===== config.mk =====
export PLATFORM = sky130hd
export DESIGN_NAME = gray_counter
export DESIGN_NICKNAME = d
export VERILOG_FILES = /design/src/rtl/gray_pkg.sv /design/src/rtl/gray_to_binary.sv /design/src/rtl/gray_counter.sv
export SDC_FILE = /design/constraint.sdc
export NUM_CORES = 1
export LEC_CHECK = 0
export BUFFER_PORTS_ARGS = -buffer_cell sky130_fd_sc_hd__buf_2
export CORE_AREA = 3 3 49 85
export CTS_CLUSTER_SIZE = 16
export DETAILED_ROUTE_END_ITERATION = 10
export DIE_AREA = 0 0 52 88
export PLACE_DENSITY_LB_ADDON = 0.2
export SETUP_SLACK_MARGIN = 0.4
export SYNTH_ARGS = -nofsm -noshare
export SYNTH_HDL_FRONTEND = slang
export SYNTH_SLANG_ARGS = --single-unit

===== constraint.sdc =====
create_clock -name clk -period 3.1 [get_ports clk]
set_input_delay 0 -clock clk [delete_from_list [all_inputs] [get_ports clk]]
set_output_delay 0 -clock clk [all_outputs]
set_load 0.02 [all_outputs]

===== src/rtl/gray_pkg.sv =====
// Shared Gray-code helpers and types for the binary/Gray counter family.
package gray_pkg;

  // Widest counter the helper functions can service; callers cast in and out.
  localparam int MAX_WIDTH = 64;

  // Action selected for the counter on a given clock edge, in priority order.
  typedef enum logic [1:0] {
    OP_HOLD  = 2'd0,
    OP_STEP  = 2'd1,
    OP_LOAD  = 2'd2,
    OP_CLEAR = 2'd3
  } op_t;

  // Binary to Gray: each bit is the XOR of itself and the next-higher bit.
  function automatic logic [MAX_WIDTH-1:0] bin2gray(input logic [MAX_WIDTH-1:0] bin);
    return bin ^ (bin >> 1);
  endfunction

  // Gray to binary: running XOR from the MSB downwards. Zero-extended inputs
  // decode correctly for any width up to MAX_WIDTH.
  function automatic logic [MAX_WIDTH-1:0] gray2bin(input logic [MAX_WIDTH-1:0] gray);
    logic [MAX_WIDTH-1:0] bin;
    bin[MAX_WIDTH-1] = gray[MAX_WIDTH-1];
    for (int i = MAX_WIDTH - 2; i >= 0; i--) begin
      bin[i] = bin[i+1] ^ gray[i];
    end
    return bin;
  endfunction

  // All-ones value of the given width, right-aligned in a MAX_WIDTH word.
  function automatic logic [MAX_WIDTH-1:0] max_val(input int width);
    return {MAX_WIDTH{1'b1}} >> (MAX_WIDTH - width);
  endfunction

endpackage


===== src/rtl/gray_to_binary.sv =====
// Combinational Gray-to-binary decoder; also suitable for FIFO pointer
// synchronisers that need the binary value of a synchronised Gray pointer.
module gray_to_binary
  import gray_pkg::*;
#(
  parameter int WIDTH = 10
) (
  input  logic [WIDTH-1:0] gray,
  output logic [WIDTH-1:0] bin
);

  // Decode through the shared helper so every user shares one definition.
  always_comb begin
    bin = WIDTH'(gray2bin(MAX_WIDTH'(gray)));
  end

endmodule


===== src/rtl/gray_counter.sv =====
// Up/down counter that keeps a binary count and its Gray image in lockstep.
// Both are registered from the same next-state value, so gray_q never glitches
// and changes by a single bit on every counting step, including wrap steps.
module gray_counter
  import gray_pkg::*;
#(
  parameter int               WIDTH     = 10,
  parameter bit               WRAP      = 1'b1,
  parameter logic [WIDTH-1:0] RESET_VAL = '0
) (
  input  logic             clk,
  input  logic             rst_n,
  input  logic             clr,
  input  logic             load,
  input  logic             load_is_gray,
  input  logic [WIDTH-1:0] load_val,
  input  logic             en,
  input  logic             up,
  output logic [WIDTH-1:0] bin_q,
  output logic [WIDTH-1:0] gray_q,
  output logic             wrap_p,
  output logic             sat
);

  localparam logic [WIDTH-1:0] MAX        = WIDTH'(max_val(WIDTH));
  localparam logic [WIDTH-1:0] ZERO       = '0;
  localparam logic [WIDTH-1:0] RESET_GRAY = WIDTH'(bin2gray(MAX_WIDTH'(RESET_VAL)));

  op_t              op;
  logic [WIDTH-1:0] load_bin;
  logic [WIDTH-1:0] next_bin;
  logic [WIDTH-1:0] next_gray;
  logic             next_wrap;
  logic             next_sat;

  gray_to_binary #(
    .WIDTH(WIDTH)
  ) u_load_decode (
    .gray(load_val),
    .bin (load_bin)
  );

  // Resolve the per-edge action: clear beats load beats count beats hold.
  always_comb begin
    op = OP_HOLD;
    if (clr) begin
      op = OP_CLEAR;
    end else if (load) begin
      op = OP_LOAD;
    end else if (en) begin
      op = OP_STEP;
    end
  end

  // Next count, its Gray image and the flags, all derived from one decision.
  always_comb begin
    next_bin  = bin_q;
    next_wrap = 1'b0;
    next_sat  = sat;
    case (op)
      OP_CLEAR: begin
        next_bin = ZERO;
        next_sat = 1'b0;
      end
      OP_LOAD: begin
        next_bin = load_is_gray ? load_bin : load_val;
        next_sat = 1'b0;
      end
      OP_STEP: begin
        next_sat = 1'b0;
        if (up) begin
          if (bin_q != MAX) begin
            next_bin = bin_q + 1'b1;
          end else if (WRAP) begin
            next_bin  = ZERO;
            next_wrap = 1'b1;
          end else begin
            next_sat = 1'b1;
          end
        end else begin
          if (bin_q != ZERO) begin
            next_bin = bin_q - 1'b1;
          end else if (WRAP) begin
            next_bin  = MAX;
            next_wrap = 1'b1;
          end else begin
            next_sat = 1'b1;
          end
        end
      end
      default: begin
        next_bin = bin_q;
      end
    endcase
    next_gray = WIDTH'(bin2gray(MAX_WIDTH'(next_bin)));
  end

  // Register count, Gray image and flags together on the same edge.
  always_ff @(posedge clk or negedge rst_n) begin
    if (!rst_n) begin
      bin_q  <= RESET_VAL;
      gray_q <= RESET_GRAY;
      wrap_p <= 1'b0;
      sat    <= 1'b0;
    end else begin
      bin_q  <= next_bin;
      gray_q <= next_gray;
      wrap_p <= next_wrap;
      sat    <= next_sat;
    end
  end

endmodule


# After elaboration in Yosys (flattened, before gate mapping)
# Index checks and enable logic that the tools add are counted.
[op_classes]
eq_ne = 4
reduce_logical = 1
bitwise = 10
addsub = 2
muxes = 12
[ops]
columns = ["operator", "count"]
rows = [
  ["2-to-1 mux 10 bit", 3],
  ["case mux 10 bit (3 select lines)", 1],
  ["adder 10 x 1 -> 10 bit, second input constant", 1],
  ["inequality test 10 bit, second input constant", 1],
  ["nonzero test 10 bit", 1],
  ["subtractor 10 x 1 -> 10 bit, second input constant", 1],
  ["bitwise XOR 10 x 9 -> 10 bit", 1],
  ["2-to-1 mux 9 bit", 1],
  ["bitwise XOR 1 bit", 9],
  ["2-to-1 mux 1 bit", 5],
  ["equality test 2 bit, second input constant", 2],
  ["2-to-1 mux 2 bit", 2],
  ["equality test 2 x 1 -> 1 bit, second input constant", 1],
]
[totals]
reg_bits = 21
out_inout_bits = 22

# Depth between registers and ports, before layout
# Gate-level depths: netlist (run 1).
[logic_depth]
word_depth = 12
ltp_mapped = 10
ltp_nobuf = 9

# Hierarchy
# A second synthesis (run 1) with hierarchy kept.
[unflattened]
cells_unflattened = 179
hier_area_um2 = 1749.2
[modules_own_cells]
columns = ["mod", "area_per_inst_um2", "cells_each", "instances"]
rows = [
  ["gray_counter", 1577.8, 166, 1],
  ["gray_to_binary", 171.4, 13, 1],
]

# Worst setup path after synthesis (run 1)
# No wires, ideal clock.
[synth_path]
path_kind = "reg-to-reg"
startpoint = "register bin_q[0]"
endpoint = "register gray_q[5]"
path_stages_with_launch = 10
n_path_buf = 0
synth_period_minus_slack_ns = 2.288
setup_time_ns = 0.127
arrival_time_ns = 2.161
setup_slack_ns = 0.812
cell_sequence = "dfrtp_1 -> inv_1 -> ha_1 -> or3b_2 -> nor4_1 -> o21ai_0 -> xnor2_1 -> nor2_1 -> a211o_1 -> xor2_1"
[synth_via]
elab_chain_len = 5
[synth_rtl]
columns = ["element", "line", "source"]
rows = [
  ["from (decl)", "gray_counter.sv:19", "output logic [WIDTH-1:0] bin_q,"],
  ["from (signal assigned)", "gray_counter.sv:106", "bin_q <= next_bin;"],
  ["subtractor 10 x 1 -> 10 bit (tied with other cells)", "gray_counter.sv:82", "next_bin = bin_q - 1'b1;"],
  ["2-to-1 mux 10 bit, on equally long branches", "gray_counter.sv:81, gray_counter.sv:72", ""],
  ["2-to-1 mux 10 bit (*)", "gray_counter.sv:71", "if (up) begin"],
  ["case mux 10 bit (3 select lines) (*)", "gray_counter.sv:60", "case (op)"],
  ["bitwise XOR 10 x 9 -> 10 bit (*)", "gray_pkg.sv:17", "return bin ^ (bin >> 1);"],
  ["via next_gray[5]", "gray_counter.sv:32", "logic [WIDTH-1:0] next_gray;"],
  ["to (signal assigned)", "gray_counter.sv:107", "gray_q <= next_gray;"],
  ["to (decl)", "gray_counter.sv:20", "output logic [WIDTH-1:0] gray_q,"],
]
# Mark *: on every way through the listed nets, which the timed path passes. The rest lies on a longest branch.

# Worst setup path after layout (run 1)
# Ends and elaborated chain as after synthesis.

==> results.yml, run 1 <==
worst_setup_path:
  crit_arrival_ns: 2.50
  path_cells: "inv_1 > ha_1 > or3b_2 > nor4_1 > o21ai_0 > xnor2_1 > nor2_1 > a211o_1 > xor2_1"
  worstPathRequired_ns: 3.24
  cp_slowest_stage_delay_ns: 0.50
  path_delay_family: "simple AND/OR/NAND/NOR gates"
  startpoint_type: "register"
  crit_path_top_delay_cell: "or3b_2"
  end_kind: "register"
  critPathBufInv: 1
  worstSetupPathType: "reg -> reg"
  crit_fanout: 9
route:
  dr_total_vias: 1425
  drc_errors: 0
  routed_wl_mm: 3.85
  drtIter0Drc: 45
  via_per_inst: 5.42
  wl_per_cell_um: 14.6
  final_antenna_net_count: 0
  dr.pass1.iters: 4
synthesis:
  syn_avg_cell_area_um2: 8.46
  synth_top_family_by_area: "simple AND/OR/NAND/NOR gates"
  synth_nets: 206
  syn_area_um2: 1580
  async_reset_ff_frac: 1.00
  ys_seq_elements: 20
  synthDistinctLibCells: 45
  yosysSeqAreaShare: 0.316
  synth_cells: 187
  synth_ff_type: "dfrtp_1"
  synthXorXnorAreaFrac: 0.209
  synth_edf_count: 0
  yosysWarnings: 0
  synthMuxAreaShare: 0
  synth_compound_area_frac: 0.172
  synth_fa_ha_area_frac: 0.0158
  synth_simple_gate_area_frac: 0.209
cts:
  cts-resized-gates: 0
  cts_hold_buf: 1
  clk_pin_slew_ns: 0.07
  cts_sinks: 20
  clockBufferDepth: 2
  root_buffer: "clkbuf_8"
  cts-htree-levels: 1
  cts_made_buffers: 3
  cts_setup_buffers: 0
  cts_tree: "built"
  clock_latency_ns: 0.26
sta:
  max_freq_mhz: 424
  layout_min_cycle_time_ns: 2.36
  final.setup.worst_slack_ns: 0.741
  fin_setup_tns_ns: 0
  fin_crit_sh: 0.761
  hold_viol: 0
  rsz0062_at_grt: "false"
  fin_worst_skew_ns: 0.00285
  setup_viol: 0
  worst_pin_slew_ns: 0.720
  slew_viol_final: 0
  relSlewSlack: 0.519
cells_and_area:
  layout.nets: 237
  stdcell_area_um2: 1830
  seqCellArea_um2: 500
  drive_gt1_frac: 0.212
  multiInputGateArea_um2: 962
  area_growth_pct: 15.4
  fillers: 365
  final_cell_mix: "37 x buf_2, 20 x dfrtp_1, 15 x nand2_1, 15 x xnor2_1, 15 x inv_1"
  finalNonFillerCells: 263
  layout_commonest_cell: "buf_2"
  num_antenna_cells: 0
grt:
  antenna_found_initial: 0
  grt_max_degree: 21
  grt-ovfl-total: 0
  grt_usage: 0.180
  grt_pass1_vias: 1387
  grt_pass1_wl_mm: 6.28
place:
  dp_slack_ns: 0.755
  routabilityCongestion: 0.897
  io_buffers: 37
  dp.cells: 258
  postPlaceCellArea_um2: 1760
  dp_hpwl_mm: 3.02
floorplan:
  std_cell_rows: 29
  die_area_um2: 4580
  die_h_um: 88
  die_w_um: 52
  io_pins: 39
  initial_core_util: 0.441
  design.core.area_um2: 3590
flow_run:
  drv_cap: 0
power_and_ir_drop:
  powerDensity_nw_per_um2: 518
  leakage_uw: 0.000853
  worst_ir_drop_vdd_v: 0.000277
outcome:
  outcome: "completed"
hold_path:
  hp-class: "in -> reg"
state kept, by name (all words and copies together), names as in the netlist:
name / count
bin_q: 10
wrap_p: 1
gray_q: 9
final cells by class:
cell class,count,area share
clock buffer,4,0.0301
inverter,15,0.0308
multi-input combinational,140,0.527
sequential,20,0.274
tap,46,0.0315
timing repair buffer,38,0.107
worst paths after layout:
kind / cells past startpoint / slack (ns) / endpoint / startpoint
max: 9 / 0.74 / gray_q[5]$_DFF_PN0_ / bin_q[0]$_DFF_PN0_
min: 3 / 0.08 / bin_q[0]$_DFF_PN0_ / load_val[0]
max reg2reg: 9 / 0.74 / gray_q[5]$_DFF_PN0_ / bin_q[0]$_DFF_PN0_
min reg2reg: 2 / 0.74 / bin_q[0]$_DFF_PN0_ / bin_q[0]$_DFF_PN0_
max in group asynchronous: 2 / 2.57 / bin_q[5]$_DFF_PN0_ / rst_n
min in group asynchronous: 2 / 0.22 / wrap_p$_DFF_PN0_ / rst_n
synth_stat cells (all sizes together), types with 6 or more instances:
cell | number | area share
a21oi | 9 | 0.028
nor2 | 12 | 0.028
xnor2 | 16 | 0.10
o21ai | 11 | 0.035
clkbuf | 9 | 0.028
inv | 15 | 0.036
xor2 | 14 | 0.077
nand2 | 15 | 0.036
dfrtp | 20 | 0.32
nand3 | 6 | 0.019
nor3 | 7 | 0.022
per-layer routing:
layer / share of wire / vias to the layer above / GRT usage
li1: - / 709 / -
met1: 0.38 / 671 / 0.192
met2: 0.57 / 37 / 0.339
met3: 0.031 / 8 / 0.0204
met4: 0.024 / 0 / 0.0835
met5: 0 / - / 0
cells by family (layout without fill, tap and decap cells):
group                    count (synthesis)  count (layout)
adder cells (fa/ha/maj)                  2               2
AND/OR/NAND/NOR                         64              64
other                                    1               1
flip-flops                              20              20
AO/OA/AOI/OAI                           41              41
buffers and inverters                   27              57
XOR/XNOR                                32              32
power breakdown:
| part | switching, uW | internal [uW] | total [uW] |
|---|---|---|---|
| clock network | 85.5 | 113 | 199 |
| logic | 232 | 161 | 393 |
| registers | 48.8 | 305 | 354 |
| total | 366 | 579 | 946 |
tightest hold or removal path: stages:
cell and delay (ns):
buf_2 0.08, or3_1 0.09, nand3_1 0.11
through the flow:
| step | hold slack, ns | power, uW | util |
|---|---|---|---|
| after floorplan | -0.296 | 645 | - |
| after global placement | -0.0289 | 751 | 0.490 |
| after detailed placement | -0.0199 | 754 | 0.490 |
| after CTS | 0.0882 | 956 | 0.509 |
| after global routing | 0.105 | 1010 | 0.509 |
| final | 0.0834 | 946 | 0.509 |
Power figures use the tool's default switching activity.
==> inputs of run 2 (changes only) <==
clock period = 2.4 ns   (was 3.1 ns; I/O delays follow)
==> run 2 against run 1 <==
Effect of this change: die area unchanged; clock power increased by 75%; wire length increased by 16%; sequential share of layout area decreased by 3.7 points; cell area increased by 17%; sequential power increased by 26%; total power increased by 56%; core utilization increased by 8.8 points; sequential cell count unchanged; first-iteration DRC count decreased by 31%.
==> results.yml, run 2 (same netlist as run 1, synthesis figures left out) <==
sta:
  slew_viol_final: 0
  layout_min_cycle_time_ns: 2.04
  final.setup.worst_slack_ns: 0.356
  hold_viol: 0
  fin_crit_sh: 0.852
  setup_viol: 0
  relSlewSlack: 0.649
  rsz0062_at_grt: "true"
  fin_setup_tns_ns: 0
  whs_ns: 0.0756
  max_freq_mhz: 489
  worst_pin_slew_ns: 0.522
  fin_worst_skew_ns: 0.00105
cells_and_area:
  reg_top3: "bin_q x10, gray_q x9, wrap_p x1"
  layout_commonest_cell: "buf_2"
  drive_gt1_frac: 0.385
  finalNonFillerCells: 285
  layout.nets: 259
  stdcell_area_um2: 2140
  num_antenna_cells: 0
  fillers: 349
  final_cell_mix: "37 x buf_2, 22 x buf_4, 15 x xnor2_1"
  largest_register: "bin_q"
  largest_register_ffs: 10
  area_growth_pct: 35.3
route:
  final_antenna_net_count: 0
  drc_errors: 0
  via_per_inst: 5.52
  routed_wl_mm: 4.46
  drtIter0Drc: 31
  dr_total_vias: 1574
  wl_per_cell_um: 15.7
  dr.pass1.iters: 4
worst_setup_path:
  worstPathRequired_ns: 2.60
  crit_fanout: 4
  rr_endpoint: "gray_q[8]$_DFF_PN0_"
  worstSetupPathType: "reg -> reg"
  r2r_start: "bin_q[4]$_DFF_PN0_"
  path_cells: "or4_4 > nor3_4 > a21oi_1 > a311oi_1 > a21o_1 > o2bb2ai_1 > xnor2_1"
  crit_arrival_ns: 2.24
  r2r_slack_ns: 0.36
  cp_slowest_stage_delay_ns: 0.55
  critPathBufInv: 0
  crit_path_top_delay_cell: "or4_4"
  startpoint_type: "register"
  rr_worst_depth: 7
  end_kind: "register"
  path_delay_family: "simple AND/OR/NAND/NOR gates"
floorplan:
  die_w_um: 52
  initial_core_util: 0.441
  io_pins: 39
  design.core.area_um2: 3590
  die_h_um: 88
  die_area_um2: 4580
  std_cell_rows: 29
outcome:
  outcome: "completed"
hold_path:
  hold_path_depth: 3
  hp-class: "in -> reg"
  holdCritStartpoint: "load_val[0]"
  min_to: "bin_q[0]$_DFF_PN0_"
place:
  postPlaceCellArea_um2: 1850
  dp_hpwl_mm: 3.23
  io_buffers: 37
  dp.cells: 265
  dp_slack_ns: 0.201
  routabilityCongestion: 0.870
grt:
  grt_max_degree: 21
  antenna_found_initial: 0
  grt-ovfl-total: 0
  grt_pass1_wl_mm: 7.32
  grt_pass1_vias: 1557
  grt_usage: 0.213
cts:
  root_buffer: "clkbuf_8"
  cts_made_buffers: 3
  clk_pin_slew_ns: 0.08
  cts-htree-levels: 1
  cts_tree: "built"
  clock_latency_ns: 0.27
  clockBufferDepth: 2
  cts_sinks: 20
power_and_ir_drop:
  leakage_uw: 0.000978
  worst_ir_drop_vdd_v: 0.000480
  powerDensity_nw_per_um2: 690
flow_run:
  drv_cap: 0
run 2: layer usage:
layer	GRT usage	wire length, um	up-vias
li1	-	-	752
met1	0.227	1640	769
met2	0.403	2530	45
met3	0.0239	172	8
met4	0.0955	112	0
met5	0	0	-
run 2: power by group:
group / internal, uW / switching, uW
clock network: 223 / 125
registers: 398 / 49.3
logic: 308 / 376
total: 929 / 550
run 2: worst max path at each step:
stage                  startpoint                  end  slack [ns]  depth (start not counted)
4_1_cts        bin_q[4]$_DFF_PN0_  gray_q[7]$_DFF_PN0_        0.34                          7
3_5_place_dp   bin_q[1]$_DFF_PN0_  gray_q[5]$_DFF_PN0_        0.20                          9
6_report       bin_q[4]$_DFF_PN0_  gray_q[8]$_DFF_PN0_        0.36                          7
2_1_floorplan  bin_q[1]$_DFF_PN0_  gray_q[5]$_DFF_PN0_        0.27                          9
3_3_place_gp   bin_q[1]$_DFF_PN0_  gray_q[5]$_DFF_PN0_        0.25                          9
5_1_grt        bin_q[6]$_DFF_PN0_  gray_q[7]$_DFF_PN0_        0.23                          7
run 2: worst min-delay path, cell delays in order:
cell     delay, ns
buf_2         0.09
or3_1         0.09
nand3_1       0.11
run 2: layout make-up:
cell class	count	area, um2	share of cell area
clock buffer	3	41.3	0.0193
clock inverter	1	30.0	0.0140
inverter	15	56.3	0.0263
multi-input combinational	140	1090	0.508
sequential	20	508	0.237
tap	46	57.6	0.0269
timing repair buffer	60	360	0.168
run 2: metrics by stage:
| step | power (uW) | utilization |
|---|---|---|
| 5_1_grt | 1570 | 0.596 |
| 4_1_cts | 1460 | 0.579 |
| 6_report | 1480 | 0.596 |
| 2_1_floorplan | 860 | - |
| 3_5_place_dp | 1030 | 0.516 |
| 3_3_place_gp | 1020 | 0.516 |
run 2: timing repair:
action                                 in CTS  in global routing
pin swaps                                  10                 14
setup endpoints to repair                  12                 14
setup buffers                              11                  4
hold buffers                                1                  0
resized for setup                          15                  9
endpoints found under the hold margin      20                  0
